File: src/rtl/ps2_scancode_decoder_if.sv
// Key-event bus between the scan-code decoder and its CPU/IO-bus consumer.
// The decoder drives the head event; the consumer answers with ev_ready.
interface ps2_scancode_decoder_if;
  logic       ev_valid;
  logic       ev_ready;
  logic [7:0] ev_code;
  logic       ev_ext;
  logic       ev_break;
  logic [7:0] ev_ascii;

  modport master (
    output ev_valid, ev_code, ev_ext, ev_break, ev_ascii,
    input  ev_ready
  );

  modport slave (
    input  ev_valid, ev_code, ev_ext, ev_break, ev_ascii,
    output ev_ready
  );
endinterface

File: src/rtl/ps2_scancode_decoder.sv
// PS/2 Set-2 scan-code decoder: strips E0/F0/E1 prefixes, tracks shift and caps lock,
// translates make codes to ASCII and queues key events in a small valid/ready FIFO.
module ps2_scancode_decoder #(
  parameter int FIFO_DEPTH = 4
) (
  input  logic                          clk,
  input  logic                          rst,
  input  logic [7:0]                    rx_data,
  input  logic                          rx_valid,
  ps2_scancode_decoder_if.master        ev,
  output logic                          shift_held,
  output logic                          caps_lock,
  output logic                          overflow
);

  localparam int AW = $clog2(FIFO_DEPTH);
  localparam logic [AW:0] DEPTH_CNT = (AW + 1)'(FIFO_DEPTH);

  typedef enum logic [2:0] {IDLE, EXT, BRK, EXT_BRK, SKIP} state_t;

  typedef struct packed {
    logic [7:0] code;
    logic       ext;
    logic       brk;
    logic [7:0] ascii;
  } event_t;

  // ---------------------------------------------------------------------------
  // Translation helpers
  // ---------------------------------------------------------------------------
  function automatic logic [7:0] letter_of(input logic [7:0] code);
    case (code)
      8'h1C: letter_of = "a";  8'h32: letter_of = "b";  8'h21: letter_of = "c";
      8'h23: letter_of = "d";  8'h24: letter_of = "e";  8'h2B: letter_of = "f";
      8'h34: letter_of = "g";  8'h33: letter_of = "h";  8'h43: letter_of = "i";
      8'h3B: letter_of = "j";  8'h42: letter_of = "k";  8'h4B: letter_of = "l";
      8'h3A: letter_of = "m";  8'h31: letter_of = "n";  8'h44: letter_of = "o";
      8'h4D: letter_of = "p";  8'h15: letter_of = "q";  8'h2D: letter_of = "r";
      8'h1B: letter_of = "s";  8'h2C: letter_of = "t";  8'h3C: letter_of = "u";
      8'h2A: letter_of = "v";  8'h1D: letter_of = "w";  8'h22: letter_of = "x";
      8'h35: letter_of = "y";  8'h1A: letter_of = "z";
      default: letter_of = 8'h00;
    endcase
  endfunction

  function automatic logic [7:0] digit_of(input logic [7:0] code, input logic shift);
    case (code)
      8'h16: digit_of = shift ? "!" : "1";
      8'h1E: digit_of = shift ? "@" : "2";
      8'h26: digit_of = shift ? "#" : "3";
      8'h25: digit_of = shift ? "$" : "4";
      8'h2E: digit_of = shift ? "%" : "5";
      8'h36: digit_of = shift ? "^" : "6";
      8'h3D: digit_of = shift ? "&" : "7";
      8'h3E: digit_of = shift ? "*" : "8";
      8'h46: digit_of = shift ? "(" : "9";
      8'h45: digit_of = shift ? ")" : "0";
      default: digit_of = 8'h00;
    endcase
  endfunction

  function automatic logic [7:0] translate(input logic [7:0] code, input logic shift,
                                           input logic caps);
    logic [7:0] letter;
    letter = letter_of(code);
    if (letter != 8'h00)
      translate = (shift ^ caps) ? (letter - 8'h20) : letter;
    else begin
      case (code)
        8'h29:   translate = 8'h20;
        8'h5A:   translate = 8'h0D;
        8'h66:   translate = 8'h08;
        8'h76:   translate = 8'h1B;
        default: translate = digit_of(code, shift);
      endcase
    end
  endfunction

  function automatic logic is_shift(input logic [7:0] code);
    is_shift = (code == 8'h12) || (code == 8'h59);
  endfunction

  // ---------------------------------------------------------------------------
  // Prefix FSM
  // ---------------------------------------------------------------------------
  state_t     state, state_next;
  logic [2:0] skip_cnt, skip_next;
  logic       emit, emit_ext, emit_brk;

  always_ff @(posedge clk or posedge rst) begin
    if (rst) begin
      state    <= IDLE;
      skip_cnt <= '0;
    end else begin
      // NOTE: state registers use non-blocking assignments so every flop samples pre-edge values.
      state    <= state_next;
      skip_cnt <= skip_next;
    end
  end

  always_comb begin
    // NOTE: defaults first so no path through the case leaves a signal unassigned (no latch).
    state_next = state;
    skip_next  = skip_cnt;
    if (rx_valid) begin
      case (state)
        IDLE: begin
          if (rx_data == 8'hE0)      state_next = EXT;
          else if (rx_data == 8'hF0) state_next = BRK;
          else if (rx_data == 8'hE1) begin
            state_next = SKIP;
            skip_next  = 3'd7;
          end
        end
        EXT:     state_next = (rx_data == 8'hF0) ? EXT_BRK : IDLE;
        BRK:     state_next = IDLE;
        EXT_BRK: state_next = IDLE;
        SKIP: begin
          skip_next = skip_cnt - 3'd1;
          if (skip_cnt == 3'd1) state_next = IDLE;
        end
        default: state_next = IDLE;
      endcase
    end
  end

  always_comb begin
    emit     = 1'b0;
    emit_ext = 1'b0;
    emit_brk = 1'b0;
    if (rx_valid) begin
      case (state)
        IDLE: begin
          case (rx_data)
            8'hE0, 8'hF0, 8'hE1, 8'hAA, 8'hFA, 8'hEE, 8'h00, 8'hFF: emit = 1'b0;
            default: emit = 1'b1;
          endcase
        end
        EXT: begin
          emit     = (rx_data != 8'hF0) && !is_shift(rx_data);
          emit_ext = 1'b1;
        end
        BRK: begin
          emit     = 1'b1;
          emit_brk = 1'b1;
        end
        EXT_BRK: begin
          // E0-prefixed shift codes are the keyboard's fake shifts around nav keys.
          emit     = !is_shift(rx_data);
          emit_ext = 1'b1;
          emit_brk = 1'b1;
        end
        default: emit = 1'b0;
      endcase
    end
  end

  // ---------------------------------------------------------------------------
  // Modifier tracking
  // ---------------------------------------------------------------------------
  logic lshift, rshift, caps_held;

  always_ff @(posedge clk or posedge rst) begin
    if (rst) begin
      lshift    <= 1'b0;
      rshift    <= 1'b0;
      caps_held <= 1'b0;
      caps_lock <= 1'b0;
    end else if (emit && !emit_ext) begin
      case (rx_data)
        8'h12: lshift <= !emit_brk;
        8'h59: rshift <= !emit_brk;
        8'h58: begin
          // Typematic repeats arrive with caps_held already set and must not re-toggle.
          if (!emit_brk && !caps_held) caps_lock <= !caps_lock;
          caps_held <= !emit_brk;
        end
        default: ;
      endcase
    end
  end

  assign shift_held = lshift | rshift;

  // ---------------------------------------------------------------------------
  // Event FIFO
  // ---------------------------------------------------------------------------
  event_t        mem [FIFO_DEPTH];
  event_t        push_ev, head;
  logic [AW-1:0] wr_ptr, rd_ptr;
  logic [AW:0]   count;
  logic          full, do_push, do_pop;

  always_comb begin
    push_ev.code  = rx_data;
    push_ev.ext   = emit_ext;
    push_ev.brk   = emit_brk;
    push_ev.ascii = (!emit_ext && !emit_brk) ? translate(rx_data, shift_held, caps_lock)
                                             : 8'h00;
  end

  assign full    = (count == DEPTH_CNT);
  assign do_pop  = ev.ev_valid && ev.ev_ready;
  assign do_push = emit && (!full || do_pop);

  // NOTE: storage is not reset; count alone defines which entries are live.
  always_ff @(posedge clk) begin
    if (do_push) mem[wr_ptr] <= push_ev;
  end

  always_ff @(posedge clk or posedge rst) begin
    if (rst) begin
      wr_ptr   <= '0;
      rd_ptr   <= '0;
      count    <= '0;
      overflow <= 1'b0;
    end else begin
      if (do_push) wr_ptr <= wr_ptr + 1'b1;
      if (do_pop)  rd_ptr <= rd_ptr + 1'b1;
      case ({do_push, do_pop})
        2'b10:   count <= count + 1'b1;
        2'b01:   count <= count - 1'b1;
        default: ;
      endcase
      if (emit && full && !do_pop) overflow <= 1'b1;
    end
  end

  // Head fields are masked while empty so stale storage never shows on the bus.
  assign head         = mem[rd_ptr];
  assign ev.ev_valid  = (count != '0);
  assign ev.ev_code   = ev.ev_valid ? head.code  : 8'h00;
  assign ev.ev_ext    = ev.ev_valid ? head.ext   : 1'b0;
  assign ev.ev_break  = ev.ev_valid ? head.brk   : 1'b0;
  assign ev.ev_ascii  = ev.ev_valid ? head.ascii : 8'h00;

endmodule

File: src/flat_wrapper.sv
// flat-port wrapper written by rule: the top's interface ports become plain ports
module ps2_scancode_decoder_flat 
#(
  parameter int FIFO_DEPTH = 4
)
  (clk, rst, rx_data, rx_valid, shift_held, caps_lock, overflow, ev_ev_valid, ev_ev_code, ev_ev_ext, ev_ev_break, ev_ev_ascii, ev_ev_ready);
  ps2_scancode_decoder_if ev_i ();
  input  logic clk;
  input  logic rst;
  input  logic [7:0] rx_data;
  input  logic rx_valid;
  output logic shift_held;
  output logic caps_lock;
  output logic overflow;
  output wire logic [$bits(ev_i.ev_valid)-1:0] ev_ev_valid;
  output wire logic [$bits(ev_i.ev_code)-1:0] ev_ev_code;
  output wire logic [$bits(ev_i.ev_ext)-1:0] ev_ev_ext;
  output wire logic [$bits(ev_i.ev_break)-1:0] ev_ev_break;
  output wire logic [$bits(ev_i.ev_ascii)-1:0] ev_ev_ascii;
  input wire logic [$bits(ev_i.ev_ready)-1:0] ev_ev_ready;
  assign ev_ev_valid = ev_i.ev_valid;
  assign ev_ev_code = ev_i.ev_code;
  assign ev_ev_ext = ev_i.ev_ext;
  assign ev_ev_break = ev_i.ev_break;
  assign ev_ev_ascii = ev_i.ev_ascii;
  assign ev_i.ev_ready = ev_ev_ready;
  ps2_scancode_decoder #(.FIFO_DEPTH(FIFO_DEPTH)) u_core (.clk(clk), .rst(rst), .rx_data(rx_data), .rx_valid(rx_valid), .ev(ev_i), .shift_held(shift_held), .caps_lock(caps_lock), .overflow(overflow));
endmodule
File: config.mk
export PLATFORM = sky130hd
export DESIGN_NAME = ps2_scancode_decoder_flat
export DESIGN_NICKNAME = d
export VERILOG_FILES = /design/src/rtl/ps2_scancode_decoder_if.sv /design/src/rtl/ps2_scancode_decoder.sv /design/src/flat_wrapper.sv
export SDC_FILE = /design/constraint.sdc
export NUM_CORES = 1
export LEC_CHECK = 0
export ABC_AREA = 0
export ABC_CLOCK_PERIOD_IN_PS = 4700
export CORE_AREA = 5 5 115 117
export DETAILED_ROUTE_END_ITERATION = 7
export DIE_AREA = 0 0 120 122
export MAX_ROUTING_LAYER = met4
export PLACE_DENSITY = 0.59
export SLEW_MARGIN = 20
export SYNTH_ARGS = -nofsm -noshare
export SYNTH_HDL_FRONTEND = slang
export SYNTH_SLANG_ARGS = --single-unit
File: constraint.sdc
create_clock -name clk -period 4.7 [get_ports clk]
set_input_delay 0.94 -clock clk [delete_from_list [all_inputs] [get_ports clk]]
set_output_delay 0.94 -clock clk [all_outputs]
set_load 0.01 [all_outputs]
* Yosys cells after proc, flatten, opt, wreduce, memory -nomap -nowiden *
Memory sizes are Yosys's and may differ from the RTL's.
Index checks and enable logic that the tools add are counted.

storage, ports and cells
  flip-flop bits (word level) = 18
  bits in writable memories = 72
  ROM bits = 896
  input bits = 12
  output and inout port bits = 22
  word-level logic and storage cells = 130
  memories = 2

memories
  name             depth  width  rd ports  clocked after Yosys merged registers in  write ports  line                         text
  (no name shown)  128    7      1         0                                        0            ps2_scancode_decoder.sv:32   case (code)
  u_core.mem       4      18     1         0                                        1            ps2_scancode_decoder.sv:188  event_t mem [FIFO_DEPTH];

operators by class
  add/subtract/negate cells = 6
  eq/ne operators = 38
  mux-type cells = 40
  bitwise logic cells = 2
  reductions and logical operators = 32

operators with widths
  kind                                                                number
  8-bit case mux with 10 select lines                                 1
  8-bit by 6-bit == test with 1-bit output, second input constant     7
  8-bit by 7-bit == test with 1-bit output, second input constant     7
  8-bit == test, second input constant                                7
  8-bit two-way mux                                                   6
  5-bit two-way mux                                                   8
  8-bit case mux with 4 select lines                                  1
  8-bit by 5-bit == test with 1-bit output, second input constant     3
  3-bit two-way mux                                                   7
  7-bit two-way mux                                                   2
  3-bit case mux with 2 select lines                                  2
  1-bit two-way mux                                                   10
  3-bit case mux with 3 select lines                                  1
  1-bit logical AND                                                   8
  8-bit logical NOT                                                   1
  8-bit inequality test, second input constant                        1
  8-bit nonzero test                                                  1
  8-bit OR reduction                                                  1
  8-bit by 6-bit subtractor with 8-bit output, second input constant  1
  1-bit logical NOT                                                   7
  3-bit by 1-bit == test with 1-bit output, second input constant     2
  3-bit by 2-bit == test with 1-bit output, second input constant     2
  3-bit == test, second input constant                                2
  2-bit AND reduction                                                 3
  19 further kinds                                                    27

* Longest topological paths before layout *
Gate-level depths: netlist (run 1).

  depth after elaboration = 9
  mapped depth = 14

* Worst setup path after synthesis (run 1) *
No wires, ideal clock.

  kind = input to register
  start point = input rx_data[1]
  end point = register u_core.count[1]
  data arrival time = 3424 ps
  required time = 4581 ps
  slack = 1157 ps
  stages = 14
  cell sequence = inv_1 > ha_1 > buf_2 > or3b_4 > nor4_4 > nor4_2 > a22o_1 > buf_6 > nor2_1 > fa_1 > a21o_1 > o211ai_1 > mux2i_1 > o21a_1

on the way
  word-level cells in the longest chain between the ends = 9
  elaborated cells between the ends (all ways) = 23

ends and longest elaborated chain
  item                                                                              line                         text
  start: declaration                                                                flat_wrapper.sv:10           input logic [7:0] rx_data;
  parallel branches: the longest is 4 deep, another holds 8-bit == test             n/a
  1-bit case mux with 4 select lines (*)                                            ps2_scancode_decoder.sv:132  case (state)
  1-bit two-way mux (*)                                                             ps2_scancode_decoder.sv:131  if (rx_valid) begin
  1-bit logical AND (*)                                                             ps2_scancode_decoder.sv:204  assign do_push = emit && (!full || do_pop);
  2-bit by 1-bit == test with 1-bit output / 2-bit == test (equally long branches)  ps2_scancode_decoder.sv:220  case ({do_push, do_pop})
  3-bit case mux with 2 select lines / 2-bit nonzero test (equally long branches)   n/a
  end signal: assignment                                                            ps2_scancode_decoder.sv:221  2'b10: count <= count + 1'b1;
  end signal: assignment                                                            ps2_scancode_decoder.sv:222  2'b01: count <= count - 1'b1;
  end: declaration                                                                  ps2_scancode_decoder.sv:191  logic [AW:0] count;

Every way passes the cells marked *.
A chain may end at the register's enable or synchronous reset.

* Worst setup path after layout (run 1) *
  start point = input rx_data[0]
  end point = register u_core.count[2]

Same word-level chain as after synthesis.

==> metrics.cfg, run 1 <==
[layout]
final_common_cell = edfxtp_1
n_antenna_cell = 0
layout_common_cells = 72 x edfxtp_1, 33 x clkdlybuf4s50_1, 24 x nor2_1
layout-drive-gt1-share_pct = 15.4
multiInputGateArea_um2 = 2440
fillCellCount = 1090
nNetsFinal = 502
syn_to_final_growth_pct = 15.0
seqCellArea_um2 = 2610

[power_and_ir_drop]
ir_worst_vdd_mv = 0.187
p_per_area_nw_per_um2 = 485
p_comb_share_pct = 38.4
seqPwrFrac_pct = 39.0
power_switching_share_pct = 31.3
clock_power_share_pct = 22.6
p_int_mw = 2.02
power_switching_mw = 0.921
leakage_nw = 2.14

[die]
die_area_um2 = 14600
ios = 34
die_w_um = 120
dieHeight_um = 122
core_um2 = 12300
initial_core_util_pct = 43.1
row_count = 41

[sta]
finalCritPeriodShare_pct = 84.0
timing.final.crit_period_ns = 3.95
hold_viol = 0
clock_skew_ns = 0.0104
setup_viol = 0
tightest_slew_ns = 0.891
tns_ns = 0
rsz0062_at_grt = false
fmax_mhz = 253
slew_violations = 0
layout_setup_ws_ns = 0.752
maxSlewHeadroom_pct = 40.6

[clock_tree]
clk_pin_slew_ns = 0.06
cts_tree = yes
ctsResizeCount = 0
cts_max_path_buffers = 2
cts.htree.levels = 3
cts_setup_buffers = 0
numCtsBuffers = 9
clk_latency_ns = 0.34
clockRootBuffer = clkbuf_16
cts_hold_buf = 0
cts.sinks = 90

[setup_path]
critPathRequiredTime_ns = 4.95
r2r_slack_ns = 2.02
critPathLaunchType = primary input
crit_fanout = 15
criticalPathCategory = in -> reg
crit_path_end_kind = flip-flop
worst-endpoint-arrival_ns = 4.20

[detailed_routing]
drcViolationCount = 0
wirelength_mm = 11.9
wl_per_cell_um = 19.0
drtIter0Drc = 350
detail_route.vias_per_cell = 5.83
vias = 3666
ant_nets = 0
dr.pass1.iters = 4

[placed_design]
port_buffers = 33
preCtsSetupSlack_ns = 0.391
place_congestion = 0.924
dpl.hpwl_mm = 8.51

[synthesis]
synth_flop_cell = edfxtp_1
netlist_instances = 441
synth_area_um2 = 5280
ys_seq_area_share_pct = 49.5
synth.top_cell.area_share_pct = 40.9
synthesis.nets = 469
async_flop_share_pct = 20.0
netlist_top_cells_area = edfxtp_1 41%, dfrtp_1 8.5%, mux4_2 8.1%
syn_avg_cell_area_um2 = 12.0
synth_enable_flop_cells = 72
ys_warn_count = 0
ys_seq_elements = 90
synth_top_area_cell = edfxtp_1
ys_types = 80

[grt]
antenna_found_initial = 0
grt_pass1_vias = 3617
grt_max_degree = 31
grt_pass1_wl_mm = 19.5
track_usage_pct = 17.7
grt-ovfl-total = 0

[hold_path]
hold_class = reg -> reg

[job]
cap_violations = 0

[status]
status = complete, no violations

==> flip-flops by register name, indices dropped and copies added (netlist names) <==
name	cells
u_core.caps_lock	1
u_core.count	3
u_core.caps_held	1
u_core.lshift	1
u_core.rd_ptr	2
u_core.overflow	1
u_core.state	3
u_core.skip_cnt	3
u_core.wr_ptr	2
u_core.mem	72
u_core.rshift	1
==> through the flow <==
step           util, %  cell area [um^2]  power (mW)  hold WS (ns)  instances
3_5_place_dp      47.3              5800        2.32         0.455        613
4_1_cts           49.5              6070        2.99         0.469        629
2_1_floorplan        -              5280        1.86         0.448        441
3_3_place_gp      47.3              5800        2.29         0.442        613
6_report          49.5              6070        2.94         0.464        629
5_1_grt           49.5              6070        3.13         0.489        629
==> cells in the mapped netlist, drive strengths merged (3+ instances only) <==
master and number:
dfrtp 18, nor3 10, ha 15, nand3 13
buf 19, inv 18, and3 3, mux4 19
nor4 6, or3 3, mux2i 6, or3b 4
nand4 3, xnor2 5, a211oi 4, o32ai 4
a31oi 3, o21ai 21, edfxtp 72, a21boi 5
nand2b 12, clkbuf 11, o22ai 4, nand3b 7
nor2b 9, and2 23, mux2 6, o221a 3
a21o 3, nand2 22, o32a 3, o31a 3
o211ai 5, a21oi 16, a41oi 4, nor2 24
==> power by group through the flow <==
| stage | logic (mW) | clock network [mW] | registers (mW) |
|---|---|---|---|
| 2_1_floorplan | 0.742 | 0 | 1.11 |
| 3_3_place_gp | 1.14 | 0 | 1.16 |
| 3_5_place_dp | 1.15 | 0 | 1.17 |
| 4_1_cts | 1.16 | 0.684 | 1.15 |
| 5_1_grt | 1.24 | 0.717 | 1.17 |
| 6_report | 1.13 | 0.664 | 1.15 |
==> critical path, stage by stage <==
cell,delay [ns]
clkdlybuf4s50_1,0.64
inv_1,0.13
ha_1,0.42
nand3_1,0.24
o22ai_1,0.12
nor4_2,0.37
a22o_1,0.24
nor2_1,0.06
fa_1,0.41
inv_1,0.10
nor2_1,0.06
a221o_1,0.36
o211ai_1,0.10
==> area by class of cell <==
type                    instances  area share (%)
multi-input cells             302            40.2
repair buffers                 52            8.00
clock inverters                 6           0.783
well taps                     150            3.09
clock buffers                  10            3.77
inverters                      19            1.17
flip-flops and latches         90            43.0
==> logic make-up after synthesis <==
logic type,after synthesis,synth area share [%]
multiplexers,31,10.5
buffers and inverters,49,4.34
XOR/XNOR,6,0.995
flip-flops,90,49.5
AND/OR/NAND/NOR,152,17.5
AO/OA/AOI/OAI,97,13.2
adder cells (fa/ha/maj),16,3.93
==> routing by layer <==
| layer | part of all wire, % | global-route usage, % | vias to the layer above | routed length, um |
|---|---|---|---|---|
| li1 | - | - | 1752 | - |
| met1 | 47 | 23.3 | 1816 | 5590 |
| met2 | 48 | 28.3 | 86 | 5750 |
| met3 | 3.9 | 2.55 | 12 | 471 |
| met4 | 1.1 | 6.23 | 0 | 129 |
| met5 | 0 | - | - | 0 |
==> worst paths after layout <==
check / start / to / cells past startpoint
max reg2reg: u_core.count[0] / u_core.count[2] / 9
max: rx_data[0] / u_core.count[2] / 13
max in group asynchronous: rst / u_core.rd_ptr[1] / 2
min reg2reg: u_core.overflow / u_core.overflow / 1
min: u_core.overflow / u_core.overflow / 1
min in group asynchronous: rst / u_core.skip_cnt[1] / 2
(Power assumes the default switching activity.)
==> run 2: changes to the inputs <==
Settings changed: ABC_CLOCK_PERIOD_IN_PS 4700 to 3800.
Clock period 4.7 ns to 3.8 ns, I/O delays scaled along.
==> run 2 against run 1 <==
Compared with the run above:
- routed wire length grew 1.2%
- clock-buffer cell count shrank 1
- sequential cell count is the same
- sequential share of layout area shrank 1.7 points
- utilization grew 2.1 points
- final area grew 4.2%
==> metrics.cfg, run 2 (synthesis gave the netlist of run 1 again) <==
[setup_path]
r2r_slack_ns = 1.09  ; -0.93 ns
criticalPathCategory = in -> reg
crit_buf_inv = 2  ; -1
crit_family = compound AO/OA/AOI/OAI gates
crit_fanout = 5  ; -10
slowest_delay_ns = 0.49  ; -0.15 ns
crit_path_end_kind = flip-flop
worst-endpoint-arrival_ns = 3.77  ; -0.43 ns
crit_path_frequent_cell = nor2_1
startpoint = rx_data[1]
crit_path_end = u_core.count[1]
slowest_stage = fa_1
path_cells = clkdlybuf4s50_1 > inv_1 > ha_1 > or3b_4 > o21ai_1 > nor2_1 > a22o_1 > nor2_1 > fa_1 > a21o_1 > o211ai_1 > mux2i_1 > o21a_1
critPathRequiredTime_ns = 4.02  ; -0.93 ns
reg2reg_from = u_core.count[0]
r2r_end = u_core.count[1]
critPathLaunchType = primary input
ff2ff_path_depth = 9  ; unchanged
worstSetupPathDepth = 13  ; unchanged

[die]
row_count = 41  ; unchanged
core_um2 = 12300  ; unchanged
initial_core_util_pct = 43.1  ; unchanged
die_area_um2 = 14600  ; unchanged
die_w_um = 120  ; unchanged
dieHeight_um = 122  ; unchanged
ios = 34  ; unchanged

[layout]
syn_to_final_growth_pct = 19.8
layout_common_cells = 72 x edfxtp_1, 43 x buf_4, 33 x clkdlybuf4s50_1
final_cell_area_um2 = 6320  ; +4.2%
layout-drive-gt1-share_pct = 20.5  ; +5.1 points
regMostFlops = u_core.mem
seqCellArea_um2 = 2610  ; unchanged
n_antenna_cell = 0  ; unchanged
largest_reg_flops = 72  ; unchanged
multiInputGateArea_um2 = 2440  ; unchanged
nNetsFinal = 530  ; +5.6%
final_common_cell = edfxtp_1
fillCellCount = 1076  ; -1.3%

[detailed_routing]
ant_nets = 0  ; unchanged
detail_route.vias_per_cell = 5.82  ; -0.16%
dr.pass1.iters = 6  ; +2
wl_per_cell_um = 18.4  ; -3.1%
drtIter0Drc = 305  ; -13%
vias = 3823  ; +4.3%
wirelength_mm = 12.1  ; +1.2%
drcViolationCount = 0  ; unchanged

[clock_tree]
cts_setup_buffers = 0  ; unchanged
cts_tree = yes
cts.htree.levels = 3  ; unchanged
clk_pin_slew_ns = 0.06  ; about the same
clk_latency_ns = 0.34  ; about the same
cts.sinks = 90  ; unchanged
ctsResizeCount = 0  ; unchanged
cts_hold_buf = 0  ; unchanged
cts_max_path_buffers = 2  ; unchanged
clockRootBuffer = clkbuf_16
numCtsBuffers = 9  ; unchanged

[power_and_ir_drop]
ir_worst_vdd_mv = 0.310  ; +66%
p_per_area_nw_per_um2 = 586  ; +21%
leakage_nw = 2.29  ; +7.0%

[grt]
antenna_found_initial = 0  ; unchanged
grt_max_degree = 32  ; +3.2%
grt_pass1_wl_mm = 19.8  ; +1.7%
grt_pass1_vias = 3788  ; +4.7%
grt-ovfl-total = 0  ; unchanged
track_usage_pct = 17.8  ; +0.13 points

[hold_path]
hold_class = reg -> reg

[sta]
maxSlewHeadroom_pct = 52.2  ; +12 points
setup_viol = 0  ; unchanged
tightest_slew_ns = 0.716  ; -0.174 ns
timing.final.crit_period_ns = 3.54
finalCritPeriodShare_pct = 93.3
rsz0062_at_grt = false
hold_viol = 0  ; unchanged
clock_skew_ns = 0.00641  ; -0.00394 ns
layout_setup_ws_ns = 0.255  ; -0.496 ns
slew_violations = 0  ; unchanged
fmax_mhz = 282

[placed_design]
postPlaceCellArea_um2 = 6040  ; +4.3%
dpl.hpwl_mm = 8.70  ; +2.3%
preCtsSetupSlack_ns = -0.0991  ; -0.490 ns
port_buffers = 33  ; unchanged
place_congestion = 0.944  ; +2.1%

[status]
status = complete, no violations

[job]
cap_violations = 0  ; unchanged

==> run 2: through the flow <==
stage | TNS, ns | power [mW] | instances | util, % | hold slack [ns]
CTS | 0 | 3.77 | 657 | 51.6 | 0.472
finish | 0 | 3.71 | 657 | 51.6 | 0.461
global route | 0 | 3.94 | 657 | 51.6 | 0.484
floorplan | 0 | 2.30 | 441 | - | 0.448
global placement | 0 | 2.90 | 641 | 49.3 | 0.452
detailed placement | -0.0991 | 2.93 | 641 | 49.3 | 0.457
==> run 2: worst min-delay path by stage <==
stage / from / to / cells after the start
floorplan: u_core.caps_held / u_core.caps_held / 1
global placement: u_core.overflow / u_core.overflow / 1
detailed placement: u_core.overflow / u_core.overflow / 1
CTS: u_core.overflow / u_core.overflow / 1
global route: u_core.overflow / u_core.overflow / 1
finish: u_core.overflow / u_core.overflow / 1
==> run 2: final cells by class <==
class                      instances  share of cell area, %
clock buffer                       9                   3.56
multi-input combinational        302                   38.6
inverter                          19                   1.13
tap                              150                   2.97
clock inverter                     7                  0.890
sequential                        90                   41.3
timing repair buffer              80                   11.6
==> run 2: per-layer routing <==
| layer | vias up | GRT usage, % | part of all wire, % |
|---|---|---|---|
| met5 | - | - | 0 |
| met4 | 0 | 6.66 | 2.0 |
| li1 | 1813 | - | - |
| met2 | 96 | 28.0 | 48 |
| met3 | 18 | 3.06 | 3.3 |
| met1 | 1896 | 23.4 | 46 |
==> run 2: report_power, final <==
group	total (mW)	internal (mW)	switching [mW]
clock network	0.824	0.453	0.371
logic	1.51	0.806	0.700
registers	1.38	1.29	0.0818
total	3.71	2.55	1.15
==> run 2: worst reg2reg max path: stages (launching register included) <==
cell and delay, ns:
dfrtp_1 0.46, nor2_1 0.25, nand2_1 0.48, nand2_1 0.30, nor2_1 0.08, fa_1 0.56, a21o_1 0.14, o211ai_1 0.08
mux2i_1 0.17, o21a_1 0.13
